`src/rtl/riscv_pkg.sv`:
```
// Shared definitions for the RISC-V test-harness run controller.
// Holds the run FSM encoding, the default tohost address and a tohost decode helper.
package riscv_pkg;

    // Run controller state: hold the core in reset, let it run, or park it.
    typedef enum logic [1:0] {
        ST_HOLD = 2'd0,
        ST_RUN  = 2'd1,
        ST_DONE = 2'd2
    } run_state_t;

    // Default word address of the software exit-code (tohost) register.
    localparam logic [31:0] TOHOST_ADDR_DFLT = 32'h0000_1000;

    // True when a snooped store is a qualifying exit write: it targets
    // tohost and carries the "finished" flag in bit 0.
    function automatic logic tohost_exit(
        input logic        we,
        input logic [31:0] addr,
        input logic [31:0] wdata,
        input logic [31:0] tohost
    );
        return we && (addr == tohost) && wdata[0];
    endfunction

endpackage

```
`src/rtl/riscv_run_counter.sv`:
```
// Free-running 32-bit event counter used for both hold and run timing.
// Ports: clk, rst (async high), i_clr (sync clear, wins over enable), i_en, o_q.
module riscv_run_counter (
    input  logic        clk,
    input  logic        rst,
    input  logic        i_clr,
    input  logic        i_en,
    output logic [31:0] o_q
);

    logic [31:0] r_q;

    always_ff @(posedge clk or posedge rst) begin
        if (rst) begin
            r_q <= 32'd0;
        end else if (i_clr) begin
            r_q <= 32'd0;
        end else if (i_en) begin
            r_q <= r_q + 32'd1;
        end
    end

    assign o_q = r_q;

endmodule

```
`src/rtl/riscv_run_ctrl.sv`:
```
// Test-harness run controller: holds the core in reset, lets it run, snoops
// the tohost store for an exit code and enforces a run-cycle timeout.
// Ports: clk, rst (async high), restart (pulse, honoured only when done),
//        dmem_we/dmem_addr/dmem_wdata (snooped core stores),
//        core_rst_ (active-low core reset), done, pass, timeout,
//        exit_code[30:0], cycle_count[31:0]. All outputs are registered.
module riscv_run_ctrl
    import riscv_pkg::*;
#(
    parameter int unsigned RST_HOLD_CYCLES = 4,
    parameter int unsigned TIMEOUT_CYCLES  = 200,
    parameter logic [31:0] TOHOST_ADDR     = TOHOST_ADDR_DFLT
) (
    input  logic        clk,
    input  logic        rst,
    input  logic        restart,
    input  logic        dmem_we,
    input  logic [31:0] dmem_addr,
    input  logic [31:0] dmem_wdata,
    output logic        core_rst_,
    output logic        done,
    output logic        pass,
    output logic        timeout,
    output logic [30:0] exit_code,
    output logic [31:0] cycle_count
);

    localparam logic [31:0] HOLD_LAST = 32'(RST_HOLD_CYCLES - 1);
    localparam logic [31:0] RUN_LAST  = 32'(TIMEOUT_CYCLES - 1);

    run_state_t  r_state;
    logic        r_core_rst_;
    logic        r_done;
    logic        r_pass;
    logic        r_timeout;
    logic [30:0] r_exit_code;

    logic [31:0] w_hold_q;
    logic [31:0] w_run_q;
    logic        w_hold_last;
    logic        w_run_last;
    logic        w_tohost;
    logic        w_restart;
    logic        w_hold_en;
    logic        w_hold_clr;
    logic        w_run_en;
    logic        w_run_clr;

    assign w_hold_last = (w_hold_q == HOLD_LAST);
    assign w_run_last  = (w_run_q == RUN_LAST);
    assign w_tohost    = tohost_exit(dmem_we, dmem_addr, dmem_wdata, TOHOST_ADDR);
    assign w_restart   = (r_state == ST_DONE) && restart;

    // Hold counter is cleared when leaving HOLD so a later restart always
    // starts the reset window from zero.
    assign w_hold_en  = (r_state == ST_HOLD);
    assign w_hold_clr = w_restart || (w_hold_en && w_hold_last);

    // Run counter also counts the edge that leaves RUN, then freezes in DONE.
    assign w_run_en  = (r_state == ST_RUN);
    assign w_run_clr = w_restart;

    riscv_run_counter u_hold_cnt (
        .clk   (clk),
        .rst   (rst),
        .i_clr (w_hold_clr),
        .i_en  (w_hold_en),
        .o_q   (w_hold_q)
    );

    riscv_run_counter u_run_cnt (
        .clk   (clk),
        .rst   (rst),
        .i_clr (w_run_clr),
        .i_en  (w_run_en),
        .o_q   (w_run_q)
    );

    always_ff @(posedge clk or posedge rst) begin
        if (rst) begin
            r_state     <= ST_HOLD;
            r_core_rst_ <= 1'b0;
            r_done      <= 1'b0;
            r_pass      <= 1'b0;
            r_timeout   <= 1'b0;
            r_exit_code <= 31'd0;
        end else begin
            unique case (r_state)
                ST_HOLD: begin
                    if (w_hold_last) begin
                        r_state     <= ST_RUN;
                        r_core_rst_ <= 1'b1;
                    end
                end
                ST_RUN: begin
                    // A qualifying exit write beats a timeout on the same edge.
                    if (w_tohost) begin
                        r_state     <= ST_DONE;
                        r_core_rst_ <= 1'b0;
                        r_done      <= 1'b1;
                        r_exit_code <= dmem_wdata[31:1];
                        r_pass      <= (dmem_wdata[31:1] == 31'd0);
                    end else if (w_run_last) begin
                        r_state     <= ST_DONE;
                        r_core_rst_ <= 1'b0;
                        r_done      <= 1'b1;
                        r_timeout   <= 1'b1;
                    end
                end
                ST_DONE: begin
                    if (restart) begin
                        r_state     <= ST_HOLD;
                        r_done      <= 1'b0;
                        r_pass      <= 1'b0;
                        r_timeout   <= 1'b0;
                        r_exit_code <= 31'd0;
                    end
                end
                default: begin
                    r_state     <= ST_HOLD;
                    r_core_rst_ <= 1'b0;
                end
            endcase
        end
    end

    assign core_rst_   = r_core_rst_;
    assign done        = r_done;
    assign pass        = r_pass;
    assign timeout     = r_timeout;
    assign exit_code   = r_exit_code;
    assign cycle_count = w_run_q;

endmodule

```
`config.mk`:
```
export PLATFORM = sky130hd
export DESIGN_NAME = riscv_run_ctrl
export DESIGN_NICKNAME = d
export VERILOG_FILES = /design/src/rtl/riscv_pkg.sv /design/src/rtl/riscv_run_counter.sv /design/src/rtl/riscv_run_ctrl.sv
export SDC_FILE = /design/constraint.sdc
export NUM_CORES = 1
export LEC_CHECK = 0
export ABC_AREA = 1
export CAP_MARGIN = 25
export CORE_ASPECT_RATIO = 1.5
export CORE_MARGIN = 2
export CORE_UTILIZATION = 30
export DETAILED_ROUTE_END_ITERATION = 8
export PLACE_DENSITY = 0.62
export SETUP_SLACK_MARGIN = 0.02
export SLEW_MARGIN = 15
export SYNTH_ARGS = -nofsm -noshare
export SYNTH_HDL_FRONTEND = slang
export SYNTH_HIERARCHICAL = 1
export SYNTH_SLANG_ARGS = --single-unit
```
`constraint.sdc`:
```
create_clock -name clk -period 4.4 [get_ports clk]
set_input_delay 0.88 -clock clk [delete_from_list [all_inputs] [get_ports clk]]
set_output_delay 0.88 -clock clk [all_outputs]
set_load 0.01 [all_outputs]
```
After elaboration in Yosys (flattened, before gate mapping) --
Cells that the tools add are included.
Word-level totals: register bits after elaboration 101, input bits 68, output and inout port bits 67, logic and storage cells 61
Operators by class: $add $sub $neg 2, equality and inequality tests 11, multiplexer cells 24, bitwise logic cells 1, reductions and logical operators 15
Operator list (count):
- two-way mux 32 bit | 4
- adder 32 x 1 -> 32 bit (second input constant) | 2
- two-way mux 31 bit | 2
- one-hot mux 31 bit (2 select lines) | 1
- == test 32 x 13 -> 1 bit (second input constant) | 1
- == test 32 x 2 -> 1 bit (second input constant) | 1
- == test 32 x 8 -> 1 bit (second input constant) | 1
- logical NOT 31 bit | 1
- AND reduction 3 bit | 4
- != test 2 bit (second input constant) | 5
- two-way mux 1 bit | 8
- two-way mux 2 bit | 4
- one-hot mux 1 bit (2 select lines) | 3
- one-hot mux 2 bit (3 select lines) | 1
- nonzero test 2 bit | 3
- logical AND 1 bit | 4
- AND reduction 4 bit | 1
- != test 3 bit (second input constant) | 1
- one-hot mux 1 bit (3 select lines) | 1
- == test 2 x 1 -> 1 bit (second input constant) | 1
- == test 2 bit (second input constant) | 1
- logical NOT 2 bit | 1
- logical OR 1 bit | 1
- NOT 1 bit | 1

Longest topological paths before layout --
depth after elaboration 5, depth in mapped cells 13

Hierarchy --
Netlist, hierarchy kept.
By module, submodules not included:
- riscv_run_counter | instances 2, cells each 270, area each 1881.8 µm², sequential area each 800.8 µm²
- riscv_run_ctrl | instances 1, cells each 287, area each 2195.9 µm², sequential area each 925.9 µm²

Least setup slack after synthesis --
Ideal clock, no wire load.
kind input to register, from input restart, to register u_hold_cnt.r_q[10] (netlist: u_hold_cnt/o_q[10]), data arrival time 2.114 ns, required time 4.280 ns, setup slack 2.166 ns, cell stages on the path 9, path through nand2_1 buf_2 nand2_1 nor2_4 nor2_1 nand2_1 nor2_1 o21ai_0 nor2_1
On the way: longest elaborated chain between the ends 3, elaborated cells between the ends (all ways) 4, those cells by class mux (1); reduce/logical (3)
Ends and longest elaborated chain:
- start: declaration | line riscv_run_ctrl.sv:16 | input logic restart,
- logical AND 1 bit (*) | line riscv_run_ctrl.sv:52 | assign w_restart = (r_state == ST_DONE) && restart;
- logical OR 1 bit (*) | line riscv_run_ctrl.sv:57 | assign w_hold_clr = w_restart || (w_hold_en && w_hold_last);
- named net w_hold_clr | line riscv_run_ctrl.sv:45 | logic w_hold_clr;
- two-way mux 32 bit or nonzero test 2 bit (tied branches)
- end signal: assignment | line riscv_run_counter.sv:19 | r_q <= r_q + 32'd1;
- end: declaration | line riscv_run_counter.sv:11 | logic [31:0] r_q;
Mark *: on every way through the listed nets, which the timed path passes. The rest lies on a longest branch. A chain may end at the register's enable or synchronous reset.

Final worst setup path --
from input dmem_addr[11], to register r_exit_code[26] (netlist: exit_code[26])
On the way: longest elaborated chain between the ends 5
Ends and longest elaborated chain:
- start: declaration | line riscv_run_ctrl.sv:18 | input logic [31:0] dmem_addr,
- == test 32 x 13 -> 1 bit | line riscv_pkg.sv:23 | return we && (addr == tohost) && wdata[0];
- logical AND 1 bit (2 in a row) | line riscv_pkg.sv:23
- != test 2 bit (no source line)
- AND reduction 3 bit (no source line)
- end signal: assignment | line riscv_run_ctrl.sv:101 | r_exit_code <= dmem_wdata[31:1];
- end: declaration | line riscv_run_ctrl.sv:36 | logic [30:0] r_exit_code;
Every way passes these cells.

==> run_results.csv <==
group,metric,value,unit
run_status,status,"finished, final reports clean",
grt,grt_pass1_wl,27810,µm
synth,syn_area,5959,µm²
timing,relSlewSlack,34.58,%
clock_tree,cts_tree,"built",
setup_path,worstReg2RegStart,"u_hold_cnt/o_q[17]$_DFFE_PP0P_",
grt,grt-ovfl-total,0,
setup_path,slowest_delay,0.45,ns
timing,rsz0062_at_grt,"no",
floorplan,rows,63,
clock_tree,path_clk_slew,0.07,ns
clock_tree,clk_latency,0.35,ns
floorplan,die_area,21030,µm²
synth,syn_inst,827,
timing,tns,0,ns
setup_path,r2r-end,"u_hold_cnt/o_q[26]$_DFFE_PP0P_",
synth,yosysMostFrequentCell,"nor2_1",
setup_path,cp-end-kind,"flip-flop",
layout,drive_gt1_share,9.637,%
drt,dr.first_iter.drc_count,345,
setup_path,cp.depth,10,
clock_tree,cts_buffer_depth,2,
timing,fmaxAchievable,0.3691,GHz
synth,yosysTopAreaCell,"dfrtp_1",
timing,timing.final.crit_share,61.57,%
placed_design,place_congestion,0.8586,
placed_design,post-place-cells,1210,
floorplan,dieWidth,119.1,µm
drt,vias,5813,
timing,fin_worst_skew,0.005736,ns
setup_path,worstPathRequired,4.63,ns
power_and_ir_drop,cellPowerDensity,241.5,nW/µm²
clock_tree,root_buffer,"clkbuf_16",
clock_tree,cts_resized,0,
floorplan,die_h,176.6,µm
synth,syn-num-nets,897,
synth,yosys_warnings,6,
setup_path,crit_fanout,49,
power_and_ir_drop,irDropWorstVdd,0.1820,mV
timing,setup_violations,0,
synth,synth.area.top_cells,"dfrtp_1 (42%), nor2_1 (12%), nand2_1 (11%)",
synth,synth_edf_count,0,
layout,antenna_cells,0,
grt,antenna_found_initial,0,
timing,maxSlewViolCount,0,
setup_path,cp_top_family,"simple AND/OR/NAND/NOR gates",
placed_design,port_buffers,134,
setup_path,reg2regPathDepth,11,
setup_path,cp-startpoint,"dmem_addr[11]",
setup_path,crit_path_end,"exit_code[26]$_DFFE_PP0P_",
setup_path,startpoint_type,"primary input",
drt,drt_pass1_iterations,5,
timing,finalHoldViolations,0,
clock_tree,cts_setup_buffers,0,
setup_path,arrival,2.93,ns
floorplan,initial_utilization,30.36,%
setup_path,cp_num_buf_inv,2,
job,max_cap_viol_count,0,
floorplan,core,19630,µm²
layout,areaGrowthSynthToFinish,32.33,%
drt,post-route-drc-count,0,
power_and_ir_drop,static-leakage-power,0.003579,µW
drt,detail-route-antenna-nets,0,
setup_path,worst_path_max_delay_cell,"buf_4",
drt,wl_per_cell,14.12,µm
clock_tree,cts_sinks,101,
min_path,hold_path.class,"reg2reg",
placed_design,dpl.hpwl,13440,µm
grt,grt_max_degree,50,
synth,syn_area_per_cell,7.206,µm²
grt,grt_pass1_vias,5515,
timing,min_period,2.709,ns
layout,nets,1031,
synth,synthFlopType,"dfrtp_1",
synth,yosysTopAreaCellShare,42.41,%
floorplan,ioPinCount,135,
clock_tree,numCtsBuffers,9,
synth,synth_cell_types,27,
synth,yosysSeqAreaShare,42.41,%
setup_path,rrSetupSlack,1.93,ns
setup_path,critPathKind,"in2reg",
layout,layoutNonFillerInstCount,1225,
synth,ys_async_sr_fraction,100.0,%
synth,yosys-top-cells-count,"nor2_1 (198), nand2_1 (171), dfrtp_1 (101), inv_1 (89), nand3_1 (62)",
synth,ys_ff_latch,101,
clock_tree,htreeDepth,3,
drt,wirelength,17300,µm
grt,grt.total_usage,16.66,%
drt,viasPerCell,4.745,
timing,worstMarginPinSlew,0.9802,ns
clock_tree,cts.hold.buffers_added,0,
setup_path,crit_chain,"clkdlybuf4s50_1 > nor2_1 > nand3_1 > nor2_1 > nand2_1 > nor2_2 > nand3_2 > buf_4 > nand3_1 > o21ai_2",
layout,fin_util,40.18,%
## layer usage
metal / GRT usage, % / share of wire (%) / vias up
met4: 9.623 / 4.4 / 0
met1: 18.17 / 38 / 2690
met5: 0 / 0 / -
met3: 2.030 / 3.6 / 43
met2: 30.82 / 54 / 163
li1: - / - / 2917
## where the power goes
| group | internal [µW] | total [µW] | switching, µW |
|---|---|---|---|
| clock network | 528 | 878 | 350 |
| registers | 928 | 928 | 0.00460 |
| logic | 58.3 | 98.8 | 40.5 |
| total | 1510 | 1900 | 391 |
## kinds of logic after synthesis
logic type               after synthesis  share of synthesized area (%)
AO/OA/AOI/OAI                         97                          9.196
XOR/XNOR                               2                         0.2940
AND/OR/NAND/NOR                      518                          40.23
flip-flops                           101                          42.41
buffers and inverters                107                          7.453
adder cells (fa/ha/maj)                2                         0.4198
## state kept, by name, indices dropped and copies added (netlist names)
| register | count |
|---|---|
| exit_code | 31 |
| u_hold_cnt/o_q | 32 |
| done | 1 |
| timeout | 1 |
| r_state | 2 |
| pass | 1 |
| u_run_cnt/o_q | 32 |
| core_rst_ | 1 |
## worst min-delay path, delay by kind of cell, from the launching register on
family | cells | cell delay [ns]
and+or+nand+nor | 2 | 0.14
DFF | 1 | 0.34
## cell usage in the layout, fill, tap and decap left out, drive strengths merged, types with 5 or more instances in the layout
cell,count
o21ai,49
nor2,223
nand3,83
clkdlybuf4s50,134
inv,91
nand2,181
a21oi,45
clkbuf,12
nand4,19
buf,5
dfrtp,101
nor4,7
## per-stage QoR
step                cell area (µm²)  setup slack, ns  total power (µW)  hold slack, ns
floorplan                      5959            2.166             972.7          0.4751
global route                   7886            1.451              1979          0.5338
CTS                            7886            1.700              1933          0.5175
global placement               7561            1.359              1047          0.4966
detailed placement             7561            1.343              1047          0.5012
finish                         7886            1.691              1905          0.5121
## area by class of cell
| type | count | area (µm²) |
|---|---|---|
| clock buffer | 12 | 256.5 |
| clock inverter | 3 | 68.82 |
| fill | 2013 | 11740 |
| inverter | 91 | 341.6 |
| multi-input combinational | 619 | 2988 |
| sequential | 101 | 2527 |
| tap | 260 | 325.3 |
| timing repair buffer | 139 | 1379 |
## how the worst min path moves through the flow
stage                                         end                           from  cells after the start  slack [ns]
floorplan           u_hold_cnt/o_q[7]$_DFFE_PP0P_  u_hold_cnt/o_q[7]$_DFFE_PP0P_                      1        0.48
finish                           pass$_DFFE_PP0P_               pass$_DFFE_PP0P_                      2        0.51
global placement            core_rst_$_DFFE_PP0P_          core_rst_$_DFFE_PP0P_                      2        0.50
CTS                              pass$_DFFE_PP0P_               pass$_DFFE_PP0P_                      2        0.52
detailed placement      exit_code[19]$_DFFE_PP0P_      exit_code[19]$_DFFE_PP0P_                      2        0.50
global route                     pass$_DFFE_PP0P_               pass$_DFFE_PP0P_                      2        0.53
(Power assumes the default switching activity.)
